===== src/rtl/trakball_pkg.sv =====
// Shared types and constants for the trackball decoder: read-byte layout and default widths.
package trakball_pkg;

    localparam int DOUT_DIR_BIT   = 7;
    localparam int DOUT_MOVED_BIT = 6;
    localparam int PAYLOAD_W      = 6;
    localparam int DEF_CNT_W      = 4;

    typedef struct packed {
        logic                 dir;
        logic                 moved;
        logic [PAYLOAD_W-1:0] payload;
    } trak_byte_t;

    function automatic trak_byte_t pack_byte(input logic dir, input logic moved,
                                             input logic [PAYLOAD_W-1:0] payload);
        trak_byte_t b;
        b.dir     = dir;
        b.moved   = moved;
        b.payload = payload;
        return b;
    endfunction

endpackage


===== src/rtl/trakball_decoder_if.sv =====
// Bus between the trackball emulation / CPU port mux (master) and the decoder (slave).
interface trakball_decoder_if;
    logic       ce;
    logic       flip;
    logic       trak_dir_x;
    logic       trak_clk_x;
    logic       trak_dir_y;
    logic       trak_clk_y;
    logic       rd_x;
    logic       rd_y;
    logic       clr;
    logic [7:0] dout_x;
    logic [7:0] dout_y;

    modport master (
        output ce, flip, trak_dir_x, trak_clk_x, trak_dir_y, trak_clk_y, rd_x, rd_y, clr,
        input  dout_x, dout_y
    );

    modport slave (
        input  ce, flip, trak_dir_x, trak_clk_x, trak_dir_y, trak_clk_y, rd_x, rd_y, clr,
        output dout_x, dout_y
    );
endinterface


===== src/rtl/trakball_axis.sv =====
// One trackball axis: line synchronisers, optional glitch filter (TRAKBALL_DECODER_FILTER_EN),
// rising-edge detect, wrapping up/down counter, direction/moved flags and the read latch.
module trakball_axis
    import trakball_pkg::*;
#(
    parameter int CNT_W       = DEF_CNT_W,
    parameter int SYNC_STAGES = 2,
    parameter int FILT_LEN    = 3
) (
    input  logic       clk_sys,
    input  logic       reset,
    input  logic       ce,
    input  logic       flip,
    input  logic       clr,
    input  logic       rd,
    input  logic       dir_line,
    input  logic       clk_line,
    output trak_byte_t dout
);

    if (SYNC_STAGES < 2) begin : g_sync_err
        $error("trakball_axis: SYNC_STAGES must be >= 2");
    end
    if (FILT_LEN < 1) begin : g_filt_err
        $error("trakball_axis: FILT_LEN must be >= 1");
    end

    // Bit 0 carries the count clock line, bit 1 the direction line.
    logic [1:0] line_in;
    logic [1:0] filt;
    assign line_in = {dir_line, clk_line};

    for (genvar i = 0; i < 2; i++) begin : g_line
        logic [SYNC_STAGES-1:0] sync_q;

        always_ff @(posedge clk_sys or posedge reset) begin
            if (reset) sync_q <= '0;
            else       sync_q <= {sync_q[SYNC_STAGES-2:0], line_in[i]};
        end

`ifdef TRAKBALL_DECODER_FILTER_EN
        localparam int FW = $clog2(FILT_LEN + 1);
        logic [FW-1:0] stab_q;
        logic          filt_q;

        // Any ce cycle where the synced line agrees with the filtered value restarts the count.
        always_ff @(posedge clk_sys or posedge reset) begin
            if (reset) begin
                stab_q <= '0;
                filt_q <= 1'b0;
            end else if (ce) begin
                if (sync_q[SYNC_STAGES-1] == filt_q) begin
                    stab_q <= '0;
                end else if (stab_q == FW'(FILT_LEN - 1)) begin
                    filt_q <= sync_q[SYNC_STAGES-1];
                    stab_q <= '0;
                end else begin
                    stab_q <= stab_q + 1'b1;
                end
            end
        end
        assign filt[i] = filt_q;
`else
        assign filt[i] = sync_q[SYNC_STAGES-1];
`endif
    end

    logic             clk_prev_q;
    logic             edge_acc;
    logic             eff_dir;
    logic [CNT_W-1:0] cnt_q;
    logic             dir_q;
    logic             moved_q;

    always_ff @(posedge clk_sys or posedge reset) begin
        if (reset)   clk_prev_q <= 1'b0;
        else if (ce) clk_prev_q <= filt[0];
    end

    assign edge_acc = ce & filt[0] & ~clk_prev_q;
    assign eff_dir  = filt[1] ^ flip;

    // NOTE: state registers use non-blocking assignments so every flop samples pre-edge values.
    always_ff @(posedge clk_sys or posedge reset) begin
        if (reset) begin
            cnt_q   <= '0;
            dir_q   <= 1'b0;
            moved_q <= 1'b0;
        end else if (clr) begin
            cnt_q   <= '0;
            dir_q   <= 1'b0;
            moved_q <= 1'b0;
        end else if (edge_acc) begin
            cnt_q   <= eff_dir ? cnt_q + 1'b1 : cnt_q - 1'b1;
            dir_q   <= eff_dir;
            moved_q <= 1'b1;
        end else if (rd) begin
            moved_q <= 1'b0;
        end
    end

    // The read latch samples the pre-update state, so a coincident edge or clr is seen next read.
    always_ff @(posedge clk_sys or posedge reset) begin
        if (reset)   dout <= '0;
        else if (rd) dout <= pack_byte(dir_q, moved_q, PAYLOAD_W'(cnt_q));
    end

endmodule


===== src/rtl/trakball_decoder.sv =====
// Two-axis trackball decoder presenting one read byte per axis.
// Optional glitch filter enabled by defining TRAKBALL_DECODER_FILTER_EN.
module trakball_decoder
    import trakball_pkg::*;
#(
    parameter int CNT_W       = DEF_CNT_W,
    parameter int SYNC_STAGES = 2,
    parameter int FILT_LEN    = 3
) (
    input logic               clk_sys,
    input logic               reset,
    trakball_decoder_if.slave bus
);

    if (CNT_W > PAYLOAD_W) begin : g_cnt_w_err
        $error("trakball_decoder: CNT_W must be <= 6");
    end

    // Reset asserts immediately but releases only on a clk_sys edge.
    logic [1:0] rst_sync_q;
    logic       rst_int;

    always_ff @(posedge clk_sys or posedge reset) begin
        if (reset) rst_sync_q <= 2'b11;
        else       rst_sync_q <= {rst_sync_q[0], 1'b0};
    end
    assign rst_int = rst_sync_q[1];

    trak_byte_t dout_x;
    trak_byte_t dout_y;

    trakball_axis #(
        .CNT_W      (CNT_W),
        .SYNC_STAGES(SYNC_STAGES),
        .FILT_LEN   (FILT_LEN)
    ) u_axis_x (
        .clk_sys (clk_sys),
        .reset   (rst_int),
        .ce      (bus.ce),
        .flip    (bus.flip),
        .clr     (bus.clr),
        .rd      (bus.rd_x),
        .dir_line(bus.trak_dir_x),
        .clk_line(bus.trak_clk_x),
        .dout    (dout_x)
    );

    trakball_axis #(
        .CNT_W      (CNT_W),
        .SYNC_STAGES(SYNC_STAGES),
        .FILT_LEN   (FILT_LEN)
    ) u_axis_y (
        .clk_sys (clk_sys),
        .reset   (rst_int),
        .ce      (bus.ce),
        .flip    (bus.flip),
        .clr     (bus.clr),
        .rd      (bus.rd_y),
        .dir_line(bus.trak_dir_y),
        .clk_line(bus.trak_clk_y),
        .dout    (dout_y)
    );

    assign bus.dout_x = dout_x;
    assign bus.dout_y = dout_y;

endmodule


===== src/flat_wrapper.sv =====
// flat-port wrapper written by rule: the top's interface ports become plain ports
module trakball_decoder_flat import trakball_pkg::*;
#(
    parameter int CNT_W       = DEF_CNT_W,
    parameter int SYNC_STAGES = 2,
    parameter int FILT_LEN    = 3
)
  (clk_sys, reset, bus_ce, bus_flip, bus_trak_dir_x, bus_trak_clk_x, bus_trak_dir_y, bus_trak_clk_y, bus_rd_x, bus_rd_y, bus_clr, bus_dout_x, bus_dout_y);
  trakball_decoder_if bus_i ();
  input logic clk_sys;
  input logic reset;
  input wire logic [$bits(bus_i.ce)-1:0] bus_ce;
  input wire logic [$bits(bus_i.flip)-1:0] bus_flip;
  input wire logic [$bits(bus_i.trak_dir_x)-1:0] bus_trak_dir_x;
  input wire logic [$bits(bus_i.trak_clk_x)-1:0] bus_trak_clk_x;
  input wire logic [$bits(bus_i.trak_dir_y)-1:0] bus_trak_dir_y;
  input wire logic [$bits(bus_i.trak_clk_y)-1:0] bus_trak_clk_y;
  input wire logic [$bits(bus_i.rd_x)-1:0] bus_rd_x;
  input wire logic [$bits(bus_i.rd_y)-1:0] bus_rd_y;
  input wire logic [$bits(bus_i.clr)-1:0] bus_clr;
  output wire logic [$bits(bus_i.dout_x)-1:0] bus_dout_x;
  output wire logic [$bits(bus_i.dout_y)-1:0] bus_dout_y;
  assign bus_i.ce = bus_ce;
  assign bus_i.flip = bus_flip;
  assign bus_i.trak_dir_x = bus_trak_dir_x;
  assign bus_i.trak_clk_x = bus_trak_clk_x;
  assign bus_i.trak_dir_y = bus_trak_dir_y;
  assign bus_i.trak_clk_y = bus_trak_clk_y;
  assign bus_i.rd_x = bus_rd_x;
  assign bus_i.rd_y = bus_rd_y;
  assign bus_i.clr = bus_clr;
  assign bus_dout_x = bus_i.dout_x;
  assign bus_dout_y = bus_i.dout_y;
  trakball_decoder #(.CNT_W(CNT_W), .SYNC_STAGES(SYNC_STAGES), .FILT_LEN(FILT_LEN)) u_core (.clk_sys(clk_sys), .reset(reset), .bus(bus_i));
endmodule

===== config.mk =====
export PLATFORM = sky130hd
export DESIGN_NAME = trakball_decoder_flat
export DESIGN_NICKNAME = d
export VERILOG_FILES = /design/src/rtl/trakball_pkg.sv /design/src/rtl/trakball_decoder_if.sv /design/src/rtl/trakball_axis.sv /design/src/rtl/trakball_decoder.sv /design/src/flat_wrapper.sv
export SDC_FILE = /design/constraint.sdc
export NUM_CORES = 1
export LEC_CHECK = 0
export CELL_PAD_IN_SITES_DETAIL_PLACEMENT = 2
export CELL_PAD_IN_SITES_GLOBAL_PLACEMENT = 2
export CORE_MARGIN = 5
export CORE_UTILIZATION = 37
export CTS_BUF_LIST = sky130_fd_sc_hd__clkbuf_16
export CTS_CLUSTER_SIZE = 28
export DETAILED_ROUTE_END_ITERATION = 8
export GPL_TIMING_DRIVEN = 0
export PLACE_DENSITY = 0.92
export SLEW_MARGIN = 20
export SYNTH_ARGS = -nofsm -noshare
export SYNTH_HDL_FRONTEND = slang
export SYNTH_SLANG_ARGS = --single-unit

===== constraint.sdc =====
create_clock -name clk_sys -period 1.7 [get_ports clk_sys]
set_input_delay 0.255 -clock clk_sys [delete_from_list [all_inputs] [get_ports clk_sys]]
set_output_delay 0.255 -clock clk_sys [all_outputs]
set_load 0.05 [all_outputs]

==> flow_summary.yaml, run 1 <==
outcome:
  status: "complete, but fails checks"
  violations: "setup timing"
run:
  cap_violations: 0
synth:
  syn_area_per_cell_sq_um: 13.6
  synthTopCellsByCount: "34 x dfrtp_1, 14 x mux2_2, 6 x a21oi_1, 6 x nor2_1"
  yosysTopAreaCellShare: 0.563
  synth-seq-cells: 36
  syn_inst: 111
  synth_warnings: 0
  yosysSeqAreaShare: 0.598
  synth.distinct_cells: 30
  post-synth-top-count-cell: "dfrtp_1"
  syn_area_sq_um: 1510
  synth-edff-count: 0
  synth-main-ff-cell: "dfrtp_1"
  async_reset_ff_frac: 1.00
  yosysTopAreaCell: "dfrtp_1"
  synth.area.top_cells: "dfrtp_1 56%, mux2_2 10%, dfstp_2 3.5%, ha_1 3.3%, xor2_1 2.3%"
finish:
  area_delta_synth_final_pct: 32.2
  finalNetCount: 160
  diodes: 0
  finalNonFillerCells: 196
  multi_input_area_sq_um: 623
  fillers: 385
  drive_gt1_frac: 0.288
  regArea_sq_um: 903
sta:
  setup_viol: 4
  rsz0062_at_grt: "true"
  hold_viol: 0
  skew_ps: 5.61
  slew-limit-headroom: 0.523
  fin_crit_ps: 2050
  setup_tns_ps: -903
  fin_crit_sh: 1.20
  tightestPinTransition_ps: 714
  fmax_ghz: 0.489
  setup_slack_ps: -345
  drv_slew: 0
global_routing:
  grt_max_degree: 35
  grt_pass1_wl_um: 6170
  grt_overflow: 0
  grt_use_total: 0.161
  first_global_vias: 1149
  antenna_found_initial: 0
floorplanning:
  fp-row-count: 23
  initial_core_util: 0.381
  die_w_um: 73.9
  die_h_um: 73.9
  io_pins: 27
  core_sq_um: 3970
  fp.dieArea_sq_um: 5460
detailed_routing:
  avgRoutedWirePerCell_um: 19.9
  vias_per_cell: 4.92
  first_pass_iters: 4
  ant_nets: 0
  drc_errors: 0
  drtIter0Drc: 42
  routed_wl_um: 3900
  num_vias: 964
setup_path:
  timing.rr.start: "u_core.u_axis_y.g_line[1].sync_q[1]"
  cp.arrival_ps: 2210
  endpoint_kind: "flip-flop"
  rrSetupSlack_ps: -350
  r2r-end: "u_core.u_axis_y.cnt_q[3]"
  path_class: "reg2reg"
  worstPathRequired_ps: 1870
  path_max_fanout: 2
  reg2reg_depth: 6
  startpoint_type: "flip-flop"
min_path:
  min_path_type: "in2async"
clocking:
  clk_path_buf_depth: 2
  root_buffer: "clkbuf_16"
  cts_sinks: 36
  cts_tree: "done"
  clkLatencyLatePin_ps: 280
  h-tree-depth: 2
  path_clk_slew_ps: 50
  numCtsBuffers: 5
placement:
  place.detailed.hpwl_um: 2580
  gpl.final_weighted_congestion: 0.672
  placedCellCount: 185
  io_buffers: 20
power_and_ir_drop:
  power.leakage_nw: 1.04
  power_density_nw_per_um2: 1090
  ir_drop_v: 0.000925
## registers in the layout, indices dropped and copies added, names as in the netlist
name and flops:
u_core.u_axis_x.clk_prev_q 1, u_core.u_axis_x.g_line.sync_q 4, u_core.u_axis_x.dir_q 1, u_core.u_axis_y.dout 6, u_core.u_axis_x.dout 6, u_core.rst_sync_q 2
u_core.u_axis_y.cnt_q 4, u_core.u_axis_y.clk_prev_q 1, u_core.u_axis_y.g_line.sync_q 4, u_core.u_axis_x.cnt_q 4, u_core.u_axis_x.moved_q 1, u_core.u_axis_y.dir_q 1
u_core.u_axis_y.moved_q 1
## report_power, final
group          internal (mW)  leakage (nW)  total (mW)  switching, mW
combinational          0.139         0.506       0.353          0.214
sequential             0.913         0.466       0.955         0.0417
clock                  0.531        0.0710       0.872          0.341
## routing by layer
metal  wire length, um  track usage  part of all wire  vias to the layer above
met5                 0            0                 0                        -
met4               132       0.0845             0.034                        0
met3               152       0.0520             0.039                        9
met2              2060        0.282              0.53                       21
met1              1560        0.172              0.40                      486
li1                  -            -                 -                      448
## cells in the final DEF (no fill, tap or decap), types with 2 or more instances in the layout
cell,count
nor2b_1,2
xor2_1,3
nor2_1,6
inv_1,2
a311o_1,2
nor4_1,2
clkinv_2,2
mux2i_1,2
or2_1,2
ha_1,2
clkdlybuf4s50_1,7
nand2_1,2
dlymetal6s2s_1,3
dfrtp_1,34
a21oi_1,5
conb_1,5
clkbuf_1,3
a31oi_1,2
dfstp_2,2
mux2_2,14
clkbuf_16,5
nand2b_1,2
buf_4,7
xnor2_2,2
dlygate4sd2_1,10
## how the worst max path moves through the flow
stage | from | to | cells past startpoint
6_report | u_core.u_axis_y.g_line[1].sync_q[1] | u_core.u_axis_y.cnt_q[3] | 6
3_3_place_gp | bus_flip | u_core.u_axis_y.cnt_q[3] | 7
4_1_cts | u_core.u_axis_y.g_line[1].sync_q[1] | u_core.u_axis_y.cnt_q[3] | 6
2_1_floorplan | u_core.u_axis_y.g_line[1].sync_q[1] | u_core.u_axis_y.cnt_q[3] | 6
3_5_place_dp | bus_flip | u_core.u_axis_y.cnt_q[3] | 7
5_1_grt | u_core.u_axis_y.g_line[1].sync_q[1] | u_core.u_axis_y.cnt_q[3] | 6
## per-stage QoR
| step | worst slack [ps] | utilization | area [sq um] | hold WS [ps] | power [mW] |
|---|---|---|---|---|---|
| floorplan | -282 | - | 1530 | 167 | 1.18 |
| CTS | -360 | 0.494 | 1960 | 292 | 2.19 |
| detailed placement | -977 | 0.451 | 1790 | 337 | 1.29 |
| finish | -345 | 0.503 | 2000 | 293 | 2.18 |
| global placement | -821 | 0.451 | 1790 | 332 | 1.26 |
| global route | -416 | 0.503 | 2000 | 311 | 2.27 |
## layout make-up
type,instances,share of cell area
Buffer,7,0.0207
Tap cell,50,0.0313
Sequential cell,36,0.452
Clock inverter,3,0.00689
Clock buffer,5,0.0626
Multi-Input combinational cell,69,0.312
Inverter,3,0.00564
Timing Repair Buffer,23,0.109
## worst max-delay path, stage by stage (launching register included)
cell and delay (ps):
dfrtp_1 400, xnor2_2 240, ha_4 250, o21a_1 130, or4b_4 520, o21ai_2 90, mux2_4 310
## cell families (layout without fill, tap and decap cells)
logic type	Yosys count	in the layout	share of synthesized area
and+or+nand+nor	22	22	0.0985
muxes	18	18	0.132
DFF	36	36	0.598
other	1	5	0.00248
buffers and inverters	10	41	0.0348
adders and majority gates	4	4	0.0331
AOI/OAI and AO/OA	14	14	0.0563
xor gates and xnor gates	6	6	0.0447
## timing repair
item | CTS | global route
hold buffers | 0 | 0
hold endpoints to repair | 0 | 0
pin swaps | 2 | 3
setup endpoints to repair | 13 | 7
resized for setup | 15 | 7
buffers inserted | 2 | 2
Note: power is estimated with default switching activity, not from simulation.
==> run 2: changes to the inputs <==
- PLACE_DENSITY: 0.92 -> default
- PLACE_DENSITY_LB_ADDON: default -> 0.1
==> run 2 against run 1 <==
Net effect: the run still ends with setup timing left; hold slack improved by 6.6 ps; first-iteration DRC count rose by 24%; routed wire length fell by 11%; flip-flop and latch count did not move; combinational power rose by 13%; via count rose by 3.5%; clock skew fell by 3.4 ps; clock-buffer cell count did not move; die area did not move; clock power fell by 1%; critical path type unchanged.
==> flow_summary.yaml, run 2 (same netlist as run 1, synthesis figures left out) <==
sta:
  fin_crit_sh: 1.17
  tightestPinTransition_ps: 726
  setup_slack_ps: -292
  skew_ps: 2.18
  slew-limit-headroom: 0.515
  fmax_ghz: 0.502
  hold_viol: 0
  fin_crit_ps: 1990
  drv_slew: 0
  setup_viol: 2
  rsz0062_at_grt: "true"
clocking:
  cts_sinks: 36
  h-tree-depth: 2
  path_clk_slew_ps: 50
  cts_hold_buffers: 0
  clk_path_buf_depth: 2
  cts_tree: "done"
  clkLatencyLatePin_ps: 280
  numCtsBuffers: 5
  root_buffer: "clkbuf_16"
finish:
  utilization: 0.537
  diodes: 0
  fillers: 391
  final_common_cell: "dfrtp_1"
  finalNetCount: 167
  design_area_sq_um: 2130
  reg.largest.list: "u_core.u_axis_x.dout: 6 flops, u_core.u_axis_y.dout: 6 flops"
  area_delta_synth_final_pct: 41.1
  most-common-layout-cells: "34 x dfrtp_1, 14 x mux2_2, 14 x buf_4"
  drive_gt1_frac: 0.379
  finalNonFillerCells: 203
detailed_routing:
  first_pass_iters: 3
  num_vias: 998
  vias_per_cell: 4.92
  avgRoutedWirePerCell_um: 17.2
  ant_nets: 0
  drtIter0Drc: 52
  drc_errors: 0
  routed_wl_um: 3480
power_and_ir_drop:
  ir_drop_v: 0.000564
  power_density_nw_per_um2: 1040
  power.leakage_nw: 1.18
outcome:
  violations: "setup timing"
  status: "complete, but fails checks"
setup_path:
  crit_buf_inv: 0
  slowest_delay_ps: 540
  worstPathRequired_ps: 1860
  path_max_fanout: 2
  timing.rr.start: "u_core.u_axis_y.g_line[1].sync_q[1]"
  path_class: "reg2reg"
  cp.arrival_ps: 2150
  cp_slowest_cell: "or4b_4"
  rrSetupSlack_ps: -290
  cp_top_family: "simple AND/OR/NAND/NOR gates"
  cp_num_cells: 6
  reg2reg_depth: 6
  endpoint_kind: "flip-flop"
  path_cells: "xnor2_2 > ha_4 > o21a_1 > or4b_4 > o21ai_4 > mux2_4"
  cp-endpoint: "u_core.u_axis_y.cnt_q[3]"
  crit_start: "u_core.u_axis_y.g_line[1].sync_q[1]"
  startpoint_type: "flip-flop"
  r2r-end: "u_core.u_axis_y.cnt_q[3]"
global_routing:
  grt_pass1_wl_um: 5760
  antenna_found_initial: 0
  grt_overflow: 0
  grt_use_total: 0.140
  grt_max_degree: 35
  first_global_vias: 1143
floorplanning:
  fp.dieArea_sq_um: 5460
  initial_core_util: 0.381
  fp-row-count: 23
  die_w_um: 73.9
  die_h_um: 73.9
  io_pins: 27
  core_sq_um: 3970
min_path:
  min_path_type: "in2async"
placement:
  dp_slack_ps: -886
  io_buffers: 20
  gpl.final_weighted_congestion: 0.750
  placedCellCount: 185
  place.detailed.hpwl_um: 2050
  place_area_sq_um: 1790
run:
  cap_violations: 0
## run 2: changes by cell type in the layout (fill, tap and decap cells not counted), moves of 2 or more
cell / previous run / this run
dlymetal6s2s_1: 3 / 11
buf_4: 7 / 14
dlygate4sd2_1: 10 / 3
ha_1: 2 / 0
## run 2: routing by layer
metal	vias up	wire length (um)	track usage
met2	26	1750	0.236
met5	-	0	0
li1	460	-	-
met4	0	70	0.0362
met3	9	191	0.0410
met1	503	1470	0.176
## run 2: cell type report
| cell class | count | area, sq um | share of cell area |
|---|---|---|---|
| clock buffer | 5 | 125 | 0.0587 |
| buffer | 7 | 41.3 | 0.0194 |
| tap | 50 | 62.6 | 0.0293 |
| clock inverter | 3 | 13.8 | 0.00645 |
| timing repair buffer | 30 | 299 | 0.140 |
| sequential | 36 | 903 | 0.423 |
| inverter | 3 | 11.3 | 0.00528 |
| multi-input combinational | 69 | 677 | 0.317 |
## run 2: worst register-to-register path, stage by stage (launching register included)
cell,delay [ps]
dfrtp_1,390
xnor2_2,220
ha_4,240
o21a_1,110
or4b_4,540
o21ai_4,80
mux2_4,300
## run 2: timing repair
| item | in CTS | in global routing |
|---|---|---|
| endpoints found under the setup margin | 5 | 15 |
| setup buffers | 9 | 2 |
| pin swaps | 7 | 6 |
| resized for setup | 9 | 25 |
## run 2: power by group
part           internal [mW]  leakage (nW)  switching, mW  total, mW
combinational          0.177         0.644          0.221      0.398
clock                  0.531        0.0710          0.329      0.860
sequential             0.913         0.466         0.0408      0.953
## run 2: through the flow
stage / hold WS [ps] / total power [mW] / setup TNS, ps
after floorplan: 167 / 1.18 / -282
after global placement: 333 / 1.26 / -2200
after detailed placement: 338 / 1.28 / -2530
after CTS: 303 / 2.19 / -347
after global routing: 308 / 2.33 / -552
final: 300 / 2.21 / -297
## run 2: worst min-delay path by stage
stage | startpoint | to | slack (ps) | cells after the start
after floorplan | reset | u_core.rst_sync_q[0] | 170 | 1
after global placement | u_core.u_axis_x.g_line[1].sync_q[0] | u_core.u_axis_x.g_line[1].sync_q[1] | 330 | 0
after detailed placement | u_core.u_axis_y.g_line[1].sync_q[0] | u_core.u_axis_y.g_line[1].sync_q[1] | 340 | 0
after CTS | reset | u_core.rst_sync_q[1] | 300 | 2
after global routing | reset | u_core.rst_sync_q[1] | 310 | 2
final | reset | u_core.rst_sync_q[1] | 300 | 2
